<file path="src/rtl/i2c_eeprom_burst_sequencer.sv">
// Burst sequencer that splits N-word EEPROM transfers into 4-byte I2C controller frames.
// Optional write readback verification is enabled by defining I2C_EEPROM_VERIFY_EN.
module i2c_eeprom_burst_sequencer #(
    parameter int         BUF_DEPTH   = 16,
    parameter int         TWR_CYCLES  = 500_000,
    parameter int         TIMEOUT_CYC = 1_000_000,
    parameter logic [2:0] CLK_RATE    = 3'd6,
    localparam int        CW          = $clog2(BUF_DEPTH) + 1
) (
    input  logic          i_clk,
    input  logic          i_rst,
    input  logic [6:0]    i_dev_addr,
    input  logic [15:0]   i_start_addr,
    input  logic [CW-1:0] i_word_cnt,
    input  logic          i_rw,
    input  logic          i_start,
    input  logic          i_wbuf_we,
    input  logic [CW-2:0] i_wbuf_addr,
    input  logic [31:0]   i_wbuf_data,
    input  logic [CW-2:0] i_rbuf_addr,
    output logic [31:0]   o_rbuf_data,
    output logic          o_busy,
    output logic          o_done,
    output logic [1:0]    o_err,
    output logic [CW-1:0] o_words_done,
    output logic [31:0]   o_i2c_ctrl,
    output logic [6:0]    o_i2c_dev_addr,
    output logic [15:0]   o_i2c_reg_addr,
    output logic [31:0]   o_i2c_w_data,
    input  logic [31:0]   i_i2c_status,
    input  logic [31:0]   i_i2c_rd_data
);

    localparam int TOW = $clog2(TIMEOUT_CYC + 1);
    localparam int TWW = $clog2(TWR_CYCLES + 1);

    typedef enum logic [3:0] {
        ST_IDLE, ST_CHECK, ST_ISSUE, ST_WAIT_START, ST_WAIT_DONE,
        ST_STORE, ST_TWR, ST_VCHK, ST_NEXT, ST_DONE, ST_ERR
    } state_t;

    state_t        state;
    logic [CW-1:0] cnt;
    logic          rw;
    logic [15:0]   cur_addr;
    logic          ctrl_en;
    logic [2:0]    ctrl_op;
    logic          ctrl_clr;
    logic          finish_d;
    logic          finish_seen;
    logic [TOW-1:0] tmo_cnt;
    logic [TWW-1:0] twr_cnt;
`ifdef I2C_EEPROM_VERIFY_EN
    logic          verify_phase;
`endif

    logic [31:0]   wbuf [BUF_DEPTH];
    logic [31:0]   rbuf [BUF_DEPTH];
    logic [CW-2:0] idx;
    logic [7:0]    ctl_state;
    logic          unused_status;

    assign idx           = o_words_done[CW-2:0];
    assign ctl_state     = i_i2c_status[9:2];
    assign unused_status = ^{i_i2c_status[31:10], i_i2c_status[0]};
    assign o_i2c_ctrl    = {24'd0, ctrl_clr, CLK_RATE, ctrl_op, ctrl_en};

    // NOTE: word buffers carry no reset; their contents are only meaningful after being written.
    always_ff @(posedge i_clk) begin
        if (i_wbuf_we)
            wbuf[i_wbuf_addr] <= i_wbuf_data;
    end

    always_ff @(posedge i_clk) begin
        if (!i_rst && state == ST_STORE)
            rbuf[idx] <= i_i2c_rd_data;
    end

    always_ff @(posedge i_clk) begin
        if (i_rst)
            o_rbuf_data <= '0;
        else
            o_rbuf_data <= rbuf[i_rbuf_addr];
    end

    // NOTE: all state updates use non-blocking assignments so every register samples pre-edge values.
    always_ff @(posedge i_clk) begin
        if (i_rst) begin
            state          <= ST_IDLE;
            o_busy         <= 1'b0;
            o_done         <= 1'b0;
            o_err          <= 2'd0;
            o_words_done   <= '0;
            o_i2c_dev_addr <= '0;
            o_i2c_reg_addr <= '0;
            o_i2c_w_data   <= '0;
            ctrl_en        <= 1'b0;
            ctrl_op        <= 3'd0;
            ctrl_clr       <= 1'b0;
            cnt            <= '0;
            rw             <= 1'b0;
            cur_addr       <= '0;
            finish_d       <= 1'b0;
            finish_seen    <= 1'b0;
            tmo_cnt        <= '0;
            twr_cnt        <= '0;
`ifdef I2C_EEPROM_VERIFY_EN
            verify_phase   <= 1'b0;
`endif
        end else begin
            o_done   <= 1'b0;
            ctrl_clr <= 1'b0;
            finish_d <= i_i2c_status[1];
            case (state)
                ST_IDLE: begin
                    if (i_start) begin
                        o_i2c_dev_addr <= i_dev_addr;
                        cur_addr       <= i_start_addr;
                        cnt            <= i_word_cnt;
                        rw             <= i_rw;
                        o_err          <= 2'd0;
                        o_words_done   <= '0;
                        o_busy         <= 1'b1;
`ifdef I2C_EEPROM_VERIFY_EN
                        verify_phase   <= 1'b0;
`endif
                        state          <= ST_CHECK;
                    end
                end
                ST_CHECK: begin
                    if (cur_addr[1:0] != 2'b00 || cnt > CW'(BUF_DEPTH)) begin
                        o_err <= 2'd3;
                        state <= ST_ERR;
                    end else if (cnt == '0) begin
                        o_done <= 1'b1;
                        state  <= ST_DONE;
                    end else begin
                        state <= ST_ISSUE;
                    end
                end
                ST_ISSUE: begin
                    ctrl_en        <= 1'b1;
                    o_i2c_reg_addr <= cur_addr;
                    tmo_cnt        <= '0;
                    finish_seen    <= 1'b0;
`ifdef I2C_EEPROM_VERIFY_EN
                    // The readback reuses the latched write word as its reference.
                    ctrl_op <= (rw || verify_phase) ? 3'd1 : 3'd0;
                    if (!verify_phase)
                        o_i2c_w_data <= wbuf[idx];
`else
                    ctrl_op      <= rw ? 3'd1 : 3'd0;
                    o_i2c_w_data <= wbuf[idx];
`endif
                    state <= ST_WAIT_START;
                end
                ST_WAIT_START: begin
                    tmo_cnt <= tmo_cnt + TOW'(1);
                    if (tmo_cnt == TOW'(TIMEOUT_CYC - 1)) begin
                        ctrl_en <= 1'b0;
                        o_err   <= 2'd2;
                        state   <= ST_ERR;
                    end else if (ctl_state != 8'd0) begin
                        ctrl_en <= 1'b0;
                        state   <= ST_WAIT_DONE;
                    end
                end
                ST_WAIT_DONE: begin
                    tmo_cnt <= tmo_cnt + TOW'(1);
                    if (tmo_cnt == TOW'(TIMEOUT_CYC - 1)) begin
                        o_err <= 2'd2;
                        state <= ST_ERR;
                    end else if (finish_seen) begin
                        if (ctl_state == 8'd0) begin
                            twr_cnt <= '0;
`ifdef I2C_EEPROM_VERIFY_EN
                            state <= rw ? ST_STORE : (verify_phase ? ST_VCHK : ST_TWR);
`else
                            state <= rw ? ST_STORE : ST_TWR;
`endif
                        end
                    end else if (i_i2c_status[1] && !finish_d) begin
                        finish_seen <= 1'b1;
                        ctrl_clr    <= 1'b1;
                    end else if (ctl_state == 8'd0) begin
                        // Controller went idle without finishing: the slave NACKed.
                        o_err <= 2'd1;
                        state <= ST_ERR;
                    end
                end
                ST_STORE: state <= ST_NEXT;
                ST_TWR: begin
                    if (twr_cnt == TWW'(TWR_CYCLES - 1)) begin
`ifdef I2C_EEPROM_VERIFY_EN
                        verify_phase <= 1'b1;
                        state        <= ST_ISSUE;
`else
                        state <= ST_NEXT;
`endif
                    end else begin
                        twr_cnt <= twr_cnt + TWW'(1);
                    end
                end
`ifdef I2C_EEPROM_VERIFY_EN
                ST_VCHK: begin
                    verify_phase <= 1'b0;
                    if (i_i2c_rd_data != o_i2c_w_data) begin
                        o_err <= 2'd3;
                        state <= ST_ERR;
                    end else begin
                        state <= ST_NEXT;
                    end
                end
`endif
                ST_NEXT: begin
                    o_words_done <= o_words_done + CW'(1);
                    cur_addr     <= cur_addr + 16'd4;
                    if (o_words_done + CW'(1) == cnt) begin
                        o_done <= 1'b1;
                        state  <= ST_DONE;
                    end else begin
                        state <= ST_ISSUE;
                    end
                end
                ST_ERR: begin
                    ctrl_en <= 1'b0;
                    o_done  <= 1'b1;
                    state   <= ST_DONE;
                end
                ST_DONE: begin
                    o_busy <= 1'b0;
                    state  <= ST_IDLE;
                end
                default: state <= ST_IDLE;
            endcase
        end
    end

endmodule

</file>
<file path="config.mk">
export PLATFORM = sky130hd
export DESIGN_NAME = i2c_eeprom_burst_sequencer
export DESIGN_NICKNAME = d
export VERILOG_FILES = /design/src/rtl/i2c_eeprom_burst_sequencer.sv
export SDC_FILE = /design/constraint.sdc
export NUM_CORES = 1
export LEC_CHECK = 0
export ABC_AREA = 0
export BUFFER_PORTS_ARGS = -buffer_cell sky130_fd_sc_hd__buf_2
export CAP_MARGIN = 25
export CORE_MARGIN = 2
export CORE_UTILIZATION = 57
export CTS_BUF_LIST = sky130_fd_sc_hd__clkbuf_4
export CTS_CLUSTER_DIAMETER = 60
export CTS_CLUSTER_SIZE = 25
export DETAILED_ROUTE_END_ITERATION = 8
export PLACE_DENSITY = 0.78
export SYNTH_ARGS = -nofsm -noshare
export SYNTH_HDL_FRONTEND = slang
export SYNTH_SLANG_ARGS = --single-unit
</file>
<file path="constraint.sdc">
create_clock -name i_clk -period 4.25 [get_ports i_clk]
set_input_delay 1.275 -clock i_clk [delete_from_list [all_inputs] [get_ports i_clk]]
set_output_delay 1.275 -clock i_clk [all_outputs]
set_load 0.005 [all_outputs]
</file>
==> out/results.tsv <==
stage	metric	value	unit
global_route	grt ovf	0	
power	power density over the cells	394.9	nW/µm²
power	sequential share of power	0.664	
yosys	Post-synth EDFFs	1024	
clock_network	Num CTS Buffers	73	
die	Std-Cell Rows	103	
critical_path	worst reg2reg path depth	5	
timing	Worst-Margin Slew	1.005	ns
yosys	Synth top cells by count	edfxtp_1, mux4_2, nand2_1	
clock_network	clock sink count	1190	
power	Sw Pwr	0.004714	W
cells_and_area	final instance area	49750	µm²
timing	Worst slew margin	0.3302	
critical_path	crit path buf inv count	1	
outcome	status	completed	
yosys	Synthesis Warnings	0	
die	Die X	287.5	µm
die	core area	79260	µm²
power	fraction of power spent switching nets	0.2399	
critical_path	Worst Path Max Fanout	31	
drt	drt initial violations	2390	
timing	Peak Freq	310.4	MHz
global_route	GR Util met1	0.3096	
yosys	most frequent cell after synthesis	edfxtp_1	
drt	DR vias	23170	
timing	setup TNS	0	ns
placement	worst slack at placement	0.7474	ns
yosys	cell taking the most area after synthesis	edfxtp_1	
critical_path	required time of the critical path	2.97	ns
timing	Period minus WS final	3.222	ns
yosys	Top FF cell, synth	edfxtp_1	
drt	vias per cell	6.268	
critical_path	crit-path cells	buf_2	
critical_path	CP Launch Type	flip-flop	
die	DIE HEIGHT	287.5	µm
yosys	Area contributors post-synth	edfxtp_1, mux4_2, dfxtp_1	
critical_path	Slowest-stage cell, CP	dfxtp_4	
critical_path	CP max stage delay	0.78	ns
critical_path	WP data arrival	1.95	ns
yosys	register area share after synthesis	0.7440	
die	area of the die	82630	µm²
critical_path	CP Class	flip-flop to output port	
timing	fin. max-slew vios	0	
timing	final setup fails	0	
drt	Pre-antenna DRT Iters	6	
cells_and_area	Layout fillers	5307	
clock_network	Longest Clk Path Bufs	3	
drt	remaining antenna violation count	0	
placement	placed inst area	48500	µm²
yosys	synthesized area per cell	19.36	µm²
clock_network	cts repair resizes	0	
clock_network	Hold Buf Count CTS	0	
critical_path	cell count along the critical path	1	
global_route	antenna violations before repair	17	
critical_path	Worst Setup End Kind	output port	
placement	RePlAce Congestion	0.8726	
cells_and_area	Final nets	2722	
power	clock share of power	0.255	
cells_and_area	share of layout cells above drive strength 1	0.2934	
clock_network	root buffer cell	clkbuf_4	
hold_path	worst hold path class	flip-flop to flip-flop	
critical_path	Crit path max-delay family	flip-flops	
global_route	global-route wire length before repair	144.0	mm
clock_network	clock-pin slew on the worst setup and hold paths	0.17	ns
global_route	Tot GR Track Use	0.2339	
global_route	vias in the first global route	23610	
placement	PortBufs	212	
drt	WL/cell	26.01	µm
die	Top Ports	265	
cells_and_area	Util after Layout	0.6278	
power	Comb power frac	0.080	
yosys	synth unique cells	73	
clock_network	CTS tree	done	
yosys	synthesized flop and latch total	1190	
hold_path	WHS Path Cells	2	
power	Max VDD drop	0.3143	mV
clock_network	Post CTS Setup Buffer Count	0	
yosys	FFs w/ async S/R, synth	0	
clock_network	Skew-Pair Late Insertion Delay	1.01	ns
placement	placed insts	3551	
yosys	Post-Syn Area	45800	µm²
global_route	GR Layer Usage met2	0.4032	
die	Initial Util	0.5778	
timing	RSZ-0062 raised after global routing	no	
global_route	GRT Max-Usage Layer	met2	
power	Internal	0.01493	W
cells_and_area	Non-Filler Instances	3696	
timing	clk_skew	0.1223	ns
timing	fin crit share	0.7581	
timing	Final Hold Fails	0	
clock_network	htree depth	3	
timing	Final WS setup	1.028	ns
power	Pleak	15.51	nW
placement	DPL Wire Length	52.97	mm
global_route	largest net degree at the start of global routing	129	
yosys	share of the synthesized area in the top cell type	0.6714	
global_route	GRT met3 Usage	0.03899	
flow_run	Max-Cap Viols	0	
cells_and_area	area grow syn2layout	8.642	%
yosys	Synth Instances	2366	
drt	Residual DRC	0	
drt	DRT Wirelength	96.12	mm
[layout by cell type (no fill, tap or decap), drive strengths merged, types with 11 or more instances in the layout]
master	instances
edfxtp	1024
mux4	320
buf	271
nand2	172
dfxtp	166
a21oi	121
nor2	94
clkbuf	87
and2	37
nand3	32
inv	32
conb	29
nor3	25
clkinv	23
xnor2	19
o21ai	19
and3	14
nand4	11
[layout make-up]
class / count / area, µm² / area share
flip-flops and latches: 1190 / 34090 / 0.6851
multi-input cells: 1027 / 11230 / 0.2256
repair buffers: 273 / 1837 / 0.03692
well taps: 1050 / 1314 / 0.02641
clock buffers: 85 / 638.1 / 0.01283
clock inverters: 50 / 585.6 / 0.01177
inverters: 13 / 48.80 / 0.0009808
diodes: 8 / 20.02 / 0.0004024
[state kept, by name, summed over array words and instances (netlist names), 2 cells and up]
register,cells
cur_addr,16
o_i2c_dev_addr,7
o_err,2
o_words_done,5
state,4
o_i2c_reg_addr,16
o_rbuf_data,32
rbuf,512
twr_cnt,19
o_i2c_w_data,32
tmo_cnt,20
wbuf,512
cnt,5
[power by group through the flow]
| stage | sequential, W | clock (W) | combinational, W |
|---|---|---|---|
| 2_1_floorplan | 0.0133 | 0 | 0.00106 |
| 3_3_place_gp | 0.0133 | 0 | 0.00152 |
| 3_5_place_dp | 0.0133 | 0 | 0.00158 |
| 4_1_cts | 0.0131 | 0.00515 | 0.00159 |
| 5_1_grt | 0.0131 | 0.00552 | 0.00172 |
| 6_report | 0.0131 | 0.00502 | 0.00158 |
[worst paths after layout]
path                                        start                 to  slack (ns)
worst max register to register           state[0]       rbuf[14][21]        1.26
worst min-delay path            o_i2c_reg_addr[8]  o_i2c_reg_addr[8]        0.47
worst min register to register  o_i2c_reg_addr[8]  o_i2c_reg_addr[8]        0.47
worst max-delay path              o_words_done[2]    o_words_done[2]        1.03
[through the flow]
| stage | power, W | hold WS [ns] |
|---|---|---|
| 2_1_floorplan | 0.01432 | 0.4421 |
| 3_3_place_gp | 0.01481 | 0.4394 |
| 3_5_place_dp | 0.01489 | 0.4472 |
| 4_1_cts | 0.01979 | 0.4675 |
| 5_1_grt | 0.02033 | 0.4889 |
| 6_report | 0.01965 | 0.4665 |
[routing by layer]
| metal | vias to the layer above | share of wire |
|---|---|---|
| li1 | 9898 | - |
| met1 | 12080 | 0.38 |
| met2 | 977 | 0.53 |
| met3 | 194 | 0.068 |
| met4 | 18 | 0.029 |
| met5 | - | 0.0012 |
[logic make-up after synthesis]
| group | count (synthesis) | share of synthesized area |
|---|---|---|
| buffers and inverters | 176 | 0.01907 |
| adder cells (fa/ha/maj) | 7 | 0.001912 |
| XOR/XNOR | 21 | 0.004016 |
| AND/OR/NAND/NOR | 448 | 0.04688 |
| AO/OA/AOI/OAI | 200 | 0.02609 |
| other | 2 | 0.0001640 |
| multiplexers | 322 | 0.1579 |
| flip-flops | 1190 | 0.7440 |
Power figures use the tool's default switching activity.
